### config.mk
export PLATFORM = sky130hd
export DESIGN_NAME = riscv_multicycle_controller
export DESIGN_NICKNAME = d
export VERILOG_FILES = /design/src/rtl/riscv_multicycle_controller.sv
export SDC_FILE = /design/constraint.sdc
export NUM_CORES = 1
export LEC_CHECK = 0
export CORE_MARGIN = 2
export CORE_UTILIZATION = 34
export DETAILED_ROUTE_END_ITERATION = 7
export GPL_ROUTABILITY_DRIVEN = 0
export PLACE_DENSITY_LB_ADDON = 0.05
export SETUP_SLACK_MARGIN = 0.02
export SLEW_MARGIN = 20
export SYNTH_ARGS = -nofsm -noshare
export SYNTH_HDL_FRONTEND = slang
export SYNTH_SLANG_ARGS = --single-unit
### constraint.sdc
create_clock -name clk -period 1.45 [get_ports clk]
set_input_delay 0.3625 -clock clk [delete_from_list [all_inputs] [get_ports clk]]
set_output_delay 0.3625 -clock clk [all_outputs]
set_load 0.005 [all_outputs]
### src/rtl/riscv_multicycle_controller.sv
// Microstep control FSM for the multicycle RISC-V datapath.
// One state per clock; every datapath control is decoded combinationally from state and instruction fields.
module riscv_multicycle_controller (
    input  logic       clk,
    input  logic       rst,
    input  logic [6:0] op,
    input  logic [2:0] func3,
    input  logic       func7,
    input  logic       zero,
    output logic       PCWriteEn,
    output logic       AdrSrc,
    output logic       MemWrite,
    output logic       IRWrite,
    output logic       RegWrite,
    output logic [1:0] ResultSrc,
    output logic [1:0] ALUSrcA,
    output logic [1:0] ALUSrcB,
    output logic [2:0] ALUControl,
    output logic [2:0] ImmSrc,
    output logic [3:0] state
);

    typedef enum logic [3:0] {
        S_FETCH    = 4'd0,
        S_DECODE   = 4'd1,
        S_MEMADR   = 4'd2,
        S_MEMREAD  = 4'd3,
        S_MEMWB    = 4'd4,
        S_MEMWRITE = 4'd5,
        S_EXECR    = 4'd6,
        S_EXECI    = 4'd7,
        S_ALUWB    = 4'd8,
        S_BRANCH   = 4'd9,
        S_JAL      = 4'd10,
        S_JALR     = 4'd11,
        S_LUI      = 4'd12
    } state_t;

    localparam logic [6:0] OP_LOAD   = 7'b0000011;
    localparam logic [6:0] OP_STORE  = 7'b0100011;
    localparam logic [6:0] OP_RTYPE  = 7'b0110011;
    localparam logic [6:0] OP_ITYPE  = 7'b0010011;
    localparam logic [6:0] OP_BRANCH = 7'b1100011;
    localparam logic [6:0] OP_JAL    = 7'b1101111;
    localparam logic [6:0] OP_JALR   = 7'b1100111;
    localparam logic [6:0] OP_LUI    = 7'b0110111;

    localparam logic [2:0] ALU_ADD  = 3'b000;
    localparam logic [2:0] ALU_SUB  = 3'b001;
    localparam logic [2:0] ALU_AND  = 3'b010;
    localparam logic [2:0] ALU_OR   = 3'b011;
    localparam logic [2:0] ALU_SLT  = 3'b100;
    localparam logic [2:0] ALU_SLTU = 3'b101;
    localparam logic [2:0] ALU_XOR  = 3'b110;

    localparam logic [2:0] IMM_I = 3'b000;
    localparam logic [2:0] IMM_S = 3'b001;
    localparam logic [2:0] IMM_B = 3'b010;
    localparam logic [2:0] IMM_J = 3'b011;
    localparam logic [2:0] IMM_U = 3'b100;

    localparam logic [1:0] RES_ALUOUT = 2'b00;
    localparam logic [1:0] RES_MDR    = 2'b01;
    localparam logic [1:0] RES_ALURES = 2'b10;
    localparam logic [1:0] RES_IMM    = 2'b11;

    localparam logic [1:0] SRCA_PC    = 2'b00;
    localparam logic [1:0] SRCA_OLDPC = 2'b01;
    localparam logic [1:0] SRCA_A     = 2'b10;

    localparam logic [1:0] SRCB_B     = 2'b00;
    localparam logic [1:0] SRCB_IMM   = 2'b01;
    localparam logic [1:0] SRCB_FOUR  = 2'b10;

    state_t state_q;
    state_t state_d;

    // The sub flag lets EXECI reuse the R-type decode with func7 masked off.
    function automatic logic [2:0] alu_decode(input logic [2:0] f3, input logic sub);
        case (f3)
            3'b000:  alu_decode = sub ? ALU_SUB : ALU_ADD;
            3'b111:  alu_decode = ALU_AND;
            3'b110:  alu_decode = ALU_OR;
            3'b010:  alu_decode = ALU_SLT;
            3'b011:  alu_decode = ALU_SLTU;
            3'b100:  alu_decode = ALU_XOR;
            default: alu_decode = ALU_ADD;
        endcase
    endfunction

    // blt/bge compute SLT, so a zero result means rs1 >= rs2.
    function automatic logic branch_taken(input logic [2:0] f3, input logic z);
        case (f3)
            3'b000:  branch_taken = z;
            3'b001:  branch_taken = !z;
            3'b100:  branch_taken = !z;
            3'b101:  branch_taken = z;
            default: branch_taken = 1'b0;
        endcase
    endfunction

    always_ff @(posedge clk) begin
        if (!rst) begin
            state_q <= S_FETCH;
        end else begin
            state_q <= state_d;
        end
    end

    always_comb begin
        state_d = S_FETCH;
        case (state_q)
            S_FETCH:  state_d = S_DECODE;
            S_DECODE: begin
                case (op)
                    OP_LOAD,
                    OP_STORE:  state_d = S_MEMADR;
                    OP_RTYPE:  state_d = S_EXECR;
                    OP_ITYPE:  state_d = S_EXECI;
                    OP_BRANCH: state_d = S_BRANCH;
                    OP_JAL:    state_d = S_JAL;
                    OP_JALR:   state_d = S_JALR;
                    OP_LUI:    state_d = S_LUI;
                    default:   state_d = S_FETCH;
                endcase
            end
            S_MEMADR:   state_d = (op == OP_STORE) ? S_MEMWRITE : S_MEMREAD;
            S_MEMREAD:  state_d = S_MEMWB;
            S_MEMWB:    state_d = S_FETCH;
            S_MEMWRITE: state_d = S_FETCH;
            S_EXECR:    state_d = S_ALUWB;
            S_EXECI:    state_d = S_ALUWB;
            S_ALUWB:    state_d = S_FETCH;
            S_BRANCH:   state_d = S_FETCH;
            S_JAL:      state_d = S_ALUWB;
            S_JALR:     state_d = S_JAL;
            S_LUI:      state_d = S_FETCH;
            default:    state_d = S_FETCH;
        endcase
    end

    always_comb begin
        PCWriteEn  = 1'b0;
        AdrSrc     = 1'b0;
        MemWrite   = 1'b0;
        IRWrite    = 1'b0;
        RegWrite   = 1'b0;
        ResultSrc  = RES_ALUOUT;
        ALUSrcA    = SRCA_PC;
        ALUSrcB    = SRCB_B;
        ALUControl = ALU_ADD;
        ImmSrc     = IMM_I;
        // Everything reads zero while reset is held, whatever state_q holds.
        if (rst) begin
            case (state_q)
                S_FETCH: begin
                    IRWrite   = 1'b1;
                    PCWriteEn = 1'b1;
                    ALUSrcA   = SRCA_PC;
                    ALUSrcB   = SRCB_FOUR;
                    ResultSrc = RES_ALURES;
                end
                S_DECODE: begin
                    ALUSrcA = SRCA_OLDPC;
                    ALUSrcB = SRCB_IMM;
                    ImmSrc  = (op == OP_JAL) ? IMM_J : IMM_B;
                end
                S_MEMADR: begin
                    ALUSrcA = SRCA_A;
                    ALUSrcB = SRCB_IMM;
                    ImmSrc  = (op == OP_STORE) ? IMM_S : IMM_I;
                end
                S_MEMREAD: begin
                    AdrSrc    = 1'b1;
                    ResultSrc = RES_ALUOUT;
                end
                S_MEMWB: begin
                    ResultSrc = RES_MDR;
                    RegWrite  = 1'b1;
                end
                S_MEMWRITE: begin
                    AdrSrc    = 1'b1;
                    ResultSrc = RES_ALUOUT;
                    MemWrite  = 1'b1;
                end
                S_EXECR: begin
                    ALUSrcA    = SRCA_A;
                    ALUSrcB    = SRCB_B;
                    ALUControl = alu_decode(func3, func7);
                end
                S_EXECI: begin
                    ALUSrcA    = SRCA_A;
                    ALUSrcB    = SRCB_IMM;
                    ImmSrc     = IMM_I;
                    ALUControl = alu_decode(func3, 1'b0);
                end
                S_ALUWB: begin
                    ResultSrc = RES_ALUOUT;
                    RegWrite  = 1'b1;
                end
                S_BRANCH: begin
                    ALUSrcA   = SRCA_A;
                    ALUSrcB   = SRCB_B;
                    ResultSrc = RES_ALUOUT;
                    case (func3)
                        3'b000, 3'b001: ALUControl = ALU_SUB;
                        3'b100, 3'b101: ALUControl = ALU_SLT;
                        default:        ALUControl = ALU_ADD;
                    endcase
                    PCWriteEn = branch_taken(func3, zero);
                end
                S_JAL: begin
                    ResultSrc = RES_ALUOUT;
                    PCWriteEn = 1'b1;
                    ALUSrcA   = SRCA_OLDPC;
                    ALUSrcB   = SRCB_FOUR;
                end
                S_JALR: begin
                    ALUSrcA = SRCA_A;
                    ALUSrcB = SRCB_IMM;
                    ImmSrc  = IMM_I;
                end
                S_LUI: begin
                    ImmSrc    = IMM_U;
                    ResultSrc = RES_IMM;
                    RegWrite  = 1'b1;
                end
                default: begin
                    PCWriteEn = 1'b0;
                end
            endcase
        end
    end

    assign state = state_q;

endmodule
**Word-level counts from Yosys, hierarchy flattened**

Index checks and enable logic that the tools add are counted.

- $add $sub $neg: 0
- Multiply operators: 0
- Div/mod/pow operators: 0
- Magnitude comparators: 0
- Equal/unequal tests: 27
- Shift-type cells: 0
- Mux-type cells: 30
- Bitwise operators: 0
- Reductions and logical operators: 15

Operators with widths:

| kind | count |
|---|---|
| $pmux W4 S7 | 1 |
| $pmux W4 S6 | 1 |
| $eq A7 B6 Y1 const B | 3 |
| $eq A7 B7 Y1 const B | 3 |
| $eq A4 B4 Y1 const B | 5 |
| $pmux W3 S3 | 2 |
| $pmux W3 S6 | 1 |
| $eq A4 B3 Y1 const B | 4 |
| $reduce_or A2 Y1 | 8 |
| $pmux W3 S5 | 1 |
| $eq A3 B3 Y1 const B | 4 |
| $mux W1 | 12 |
| $mux W3 | 3 |
| $eq A4 B2 Y1 const B | 2 |
| $pmux W2 S2 | 2 |
| $eq A7 B2 Y1 const B | 1 |
| $eq A7 B5 Y1 const B | 1 |
| $eq A3 B2 Y1 const B | 2 |
| $mux W2 | 3 |
| $pmux W2 S3 | 1 |
| $pmux W3 S2 | 1 |
| $reduce_or A3 Y1 | 2 |
| $reduce_or A5 Y1 | 1 |
| $eq A4 B1 Y1 const B | 1 |
| 6 further kinds | 7 |

- Bits in registers: 4
- Latch bits: 0
- Memory bits (writable): 0
- Memory bits (read-only): 0
- Output and inout bits: 21
- Logic and storage cells: 73
- Memories: 0

**Logic depth before layout (Yosys ltp)**

- Depth after elaboration: 5
- Gate-level depth with buffers: 5
- Depth with buffers taken out: 4

**Least setup slack after synthesis**

Ideal clock, no wire load.

- Path kind: register to output
- Start point: register state_q[1], in the netlist state[1]
- End point: output port ALUControl[2]
- Data arrival time: 1255 ps
- Setup slack: -168 ps
- Stages on the path, launching flop included: 6
- Cell sequence: dfxtp_1 clkbuf_1 buf_2 nand2_1 a2bb2oi_1 o32ai_1

- Cells in the longest elaborated chain, start to end: 3
- Elaborated cells between the ends (all ways): 5
- Classes of those cells: 3 x eq/ne; 2 x mux

Ends and longest elaborated chain:

| what | line | source |
|---|---|---|
| start, declared | 75 | `state_t state_q;` |
| start signal, assigned | 106 | `state_q <= state_d;` |
| $eq A4 B4 Y1 / $eq A4 B3 Y1 (equally long branches) | 155 | `case (state_q)` |
| $pmux W3 S3 (*) | 155 |  |
| $mux W3 (*) | 154 | `if (rst) begin` |
| end, declared | 18 | `output logic [2:0] ALUControl,` |

Mark *: on every way between the ends. The rest lies on a longest branch, timed or not.

**Worst setup path in the final report**

- Start point: register state_q[1], in the netlist state[1]
- End point: output port ALUControl[0]

The elaborated chain is that of the path after synthesis.

==> results.yml <==
outcome:
  status: "finished, violations left"
  violations: "negative setup slack"
timing:
  fin_tns_setup_ps: -6040
  period_minus_slack_ps: 1870
  slew_headroom: 0.804
  finalHoldViolCount: 0
  setup_slack_ps: -419
  tightestPinTransition_ps: 294
  layout_worst_path_cycle_share: 1.29
  fmax_ghz: 0.535
  maxSlewViolCount: 0
  setup_viol: 19
  rsz0062_at_grt: "true"
  fin_worst_skew_ps: 1.29
route:
  vias: 1175
  drt_wl_total_mm: 3.92
  antenna_left: 0
  wl_per_cell_microns: 19.6
  firstDrtPassIters: 4
  drc_errors: 0
  drt_iter0_markers: 48
  vias_per_cell: 5.88
cells_and_area:
  antenna_cells: 0
  layout_commonest_cell: "buf_4"
  fillerInstances: 75
  largest_reg_flops: 4
  final_nets: 191
  final_cell_mix: "buf_4, buf_6, buf_2, dlygate4sd2_1, nor2_1"
  multiInputGateArea_sq_um: 708
  ff_latch_area_sq_um: 92.6
  fin_cells: 200
  drive_gt1_frac: 0.663
  area_delta_synth_final_pct: 156
floorplanning:
  die_x_microns: 46.7
  std_cell_rows: 15
  core-area_sq_um: 1730
  start_util: 0.359
  ioPinCount: 35
  die-area_sq_um: 2180
  die_y_microns: 46.7
synthesis:
  syn_area_per_cell_sq_um: 6.97
  synth_edf_count: 0
  syn_nets: 103
  ys_ff_latch: 4
  synthCells: 89
  yosysUniqueCellTypes: 41
  seq_area_frac_synth: 0.129
  yosys_warnings: 0
  synth-async-reset-ratio: 0
  synthFlopType: "dfxtp_1"
  syn_area_sq_um: 621
global_routing:
  grt_max_degree: 9
  grt_first_pass_wirelength_mm: 4.91
  grt-ovfl-total: 0
  antenna_found_initial: 0
  grt_usage: 0.334
  grt_pass1_vias: 1026
cts:
  clockBufferDepth: 2
  cts.sinks: 4
  cts_tree: "done"
  path_clk_slew_ps: 40
  clockRootBuffer: "clkbuf_4"
  clock_latency_ps: 260
  htreeDepth: 1
  cts_made_buffers: 3
worst_setup_path:
  critical_path_class: "flop to output port"
  critPathTopFamily: "buffers and inverters"
  worst_path_largest_cell_delay_ps: 350
  cp.required_ps: 1090
  cp_cell_sequence: "buf_12 -> buf_4 -> nand2_4 -> buf_6 -> nor2_1 -> o311a_1 -> buf_2"
  worstPathMaxFanout: 5
  endpoint_kind: "output port"
  cp-start-kind: "flop"
  cp_slowest_cell: "dfxtp_4"
  cp_data_arrival_time_ps: 1510
  worst-path-buf-inv: 4
worst_hold_path:
  hp-class: "input pin to flop"
power_and_ir_drop:
  max-vdd-ir-drop_v: 0.000429
  p_per_area_nw_per_um2: 361
  p_leak_nw: 0.796
job:
  max-cap-violations: 0
placement:
  hpwl_mm: 1.75
  placedCellCount: 182
  io_buffers: 34
[report_power, final]
group          leakage (nW)  switching, mW  total, mW  internal, mW
sequential           0.0352        0.00596      0.117         0.111
clock                0.0138         0.0572      0.151        0.0933
combinational         0.747          0.136      0.306         0.170
total                 0.796          0.199      0.573         0.374
[worst register-to-register path: cells and delay by family, from the launching register on]
kind / cells / cell delay, ps
and+or+nand+nor: 3 / 1010
DFF: 1 / 330
buffers and inverters: 2 / 270
[through the flow]
step / setup slack (ps) / total power, mW / hold slack (ps) / cell area (sq um) / utilization
3_5_place_dp: -967 / 0.354 / 681 / 1300 / 0.754
5_1_grt: -490 / 0.603 / 659 / 1590 / 0.920
3_3_place_gp: -908 / 0.350 / 674 / 1300 / 0.754
4_1_cts: -452 / 0.523 / 667 / 1490 / 0.864
2_1_floorplan: -22.8 / 0.203 / 557 / 648 / -
6_report: -419 / 0.573 / 662 / 1590 / 0.920
[cells by family after synthesis]
kind of cell    count (synthesis)  synth area share
xor+xnor                        4            0.0565
mux                             1            0.0161
buf+inv                         7            0.0464
flops                           4             0.129
compound gates                 20             0.234
simple gates                   53             0.518
[cell usage after synthesis (2+ instances only)]
master / instances / area [sq um]
a21oi_1: 4 / 20.0
nand3_1: 3 / 15.0
nor2b_1: 7 / 43.8
nand3b_1: 2 / 15.0
nor4b_1: 3 / 26.3
clkbuf_1: 4 / 15.0
nor2_1: 9 / 33.8
nor3_1: 5 / 25.0
nand2_1: 7 / 26.3
buf_2: 2 / 10.0
dfxtp_1: 4 / 80.1
xor2_1: 2 / 17.5
nand2b_1: 2 / 12.5
o21ai_1: 2 / 10.0
xnor2_1: 2 / 17.5
and3_1: 4 / 25.0
or4b_1: 2 / 20.0
o21a_1: 2 / 15.0
[layer usage]
layer	vias up	global-route usage	share of wire
met1	558	0.394	0.39
met3	23	0.0667	0.064
li1	508	-	-
met4	0	0.189	0.057
met2	86	0.561	0.49
met5	-	0	0
[final cells by class]
class                      instances  area share
multi-input combinational         78       0.446
clock buffer                       3      0.0142
timing repair buffer              89       0.460
inverter                           1     0.00236
tap                               25      0.0197
sequential                         4      0.0583
[repair_timing]
action | 4_1_cts | 5_1_grt
pin swaps | 25 | 16
setup buffers | 12 | 6
cloned | 1 | 0
hold endpoints to repair | 0 | 0
gates resized for setup | 128 | 31
endpoints found under the setup margin | 25 | 24
hold buffers | 0 | 0
[path summary, 6_finish.rpt]
path | cells past startpoint | from | slack [ps] | end
worst max-delay path | 7 | state[1] | -420 | ALUControl[0]
worst min-delay path | 5 | op[2] | 660 | state[2]
worst max register to register | 5 | state[2] | -230 | state[1]
worst min register to register | 3 | state[1] | 720 | state[1]
No activity file was read; power rests on OpenSTA's default activity.
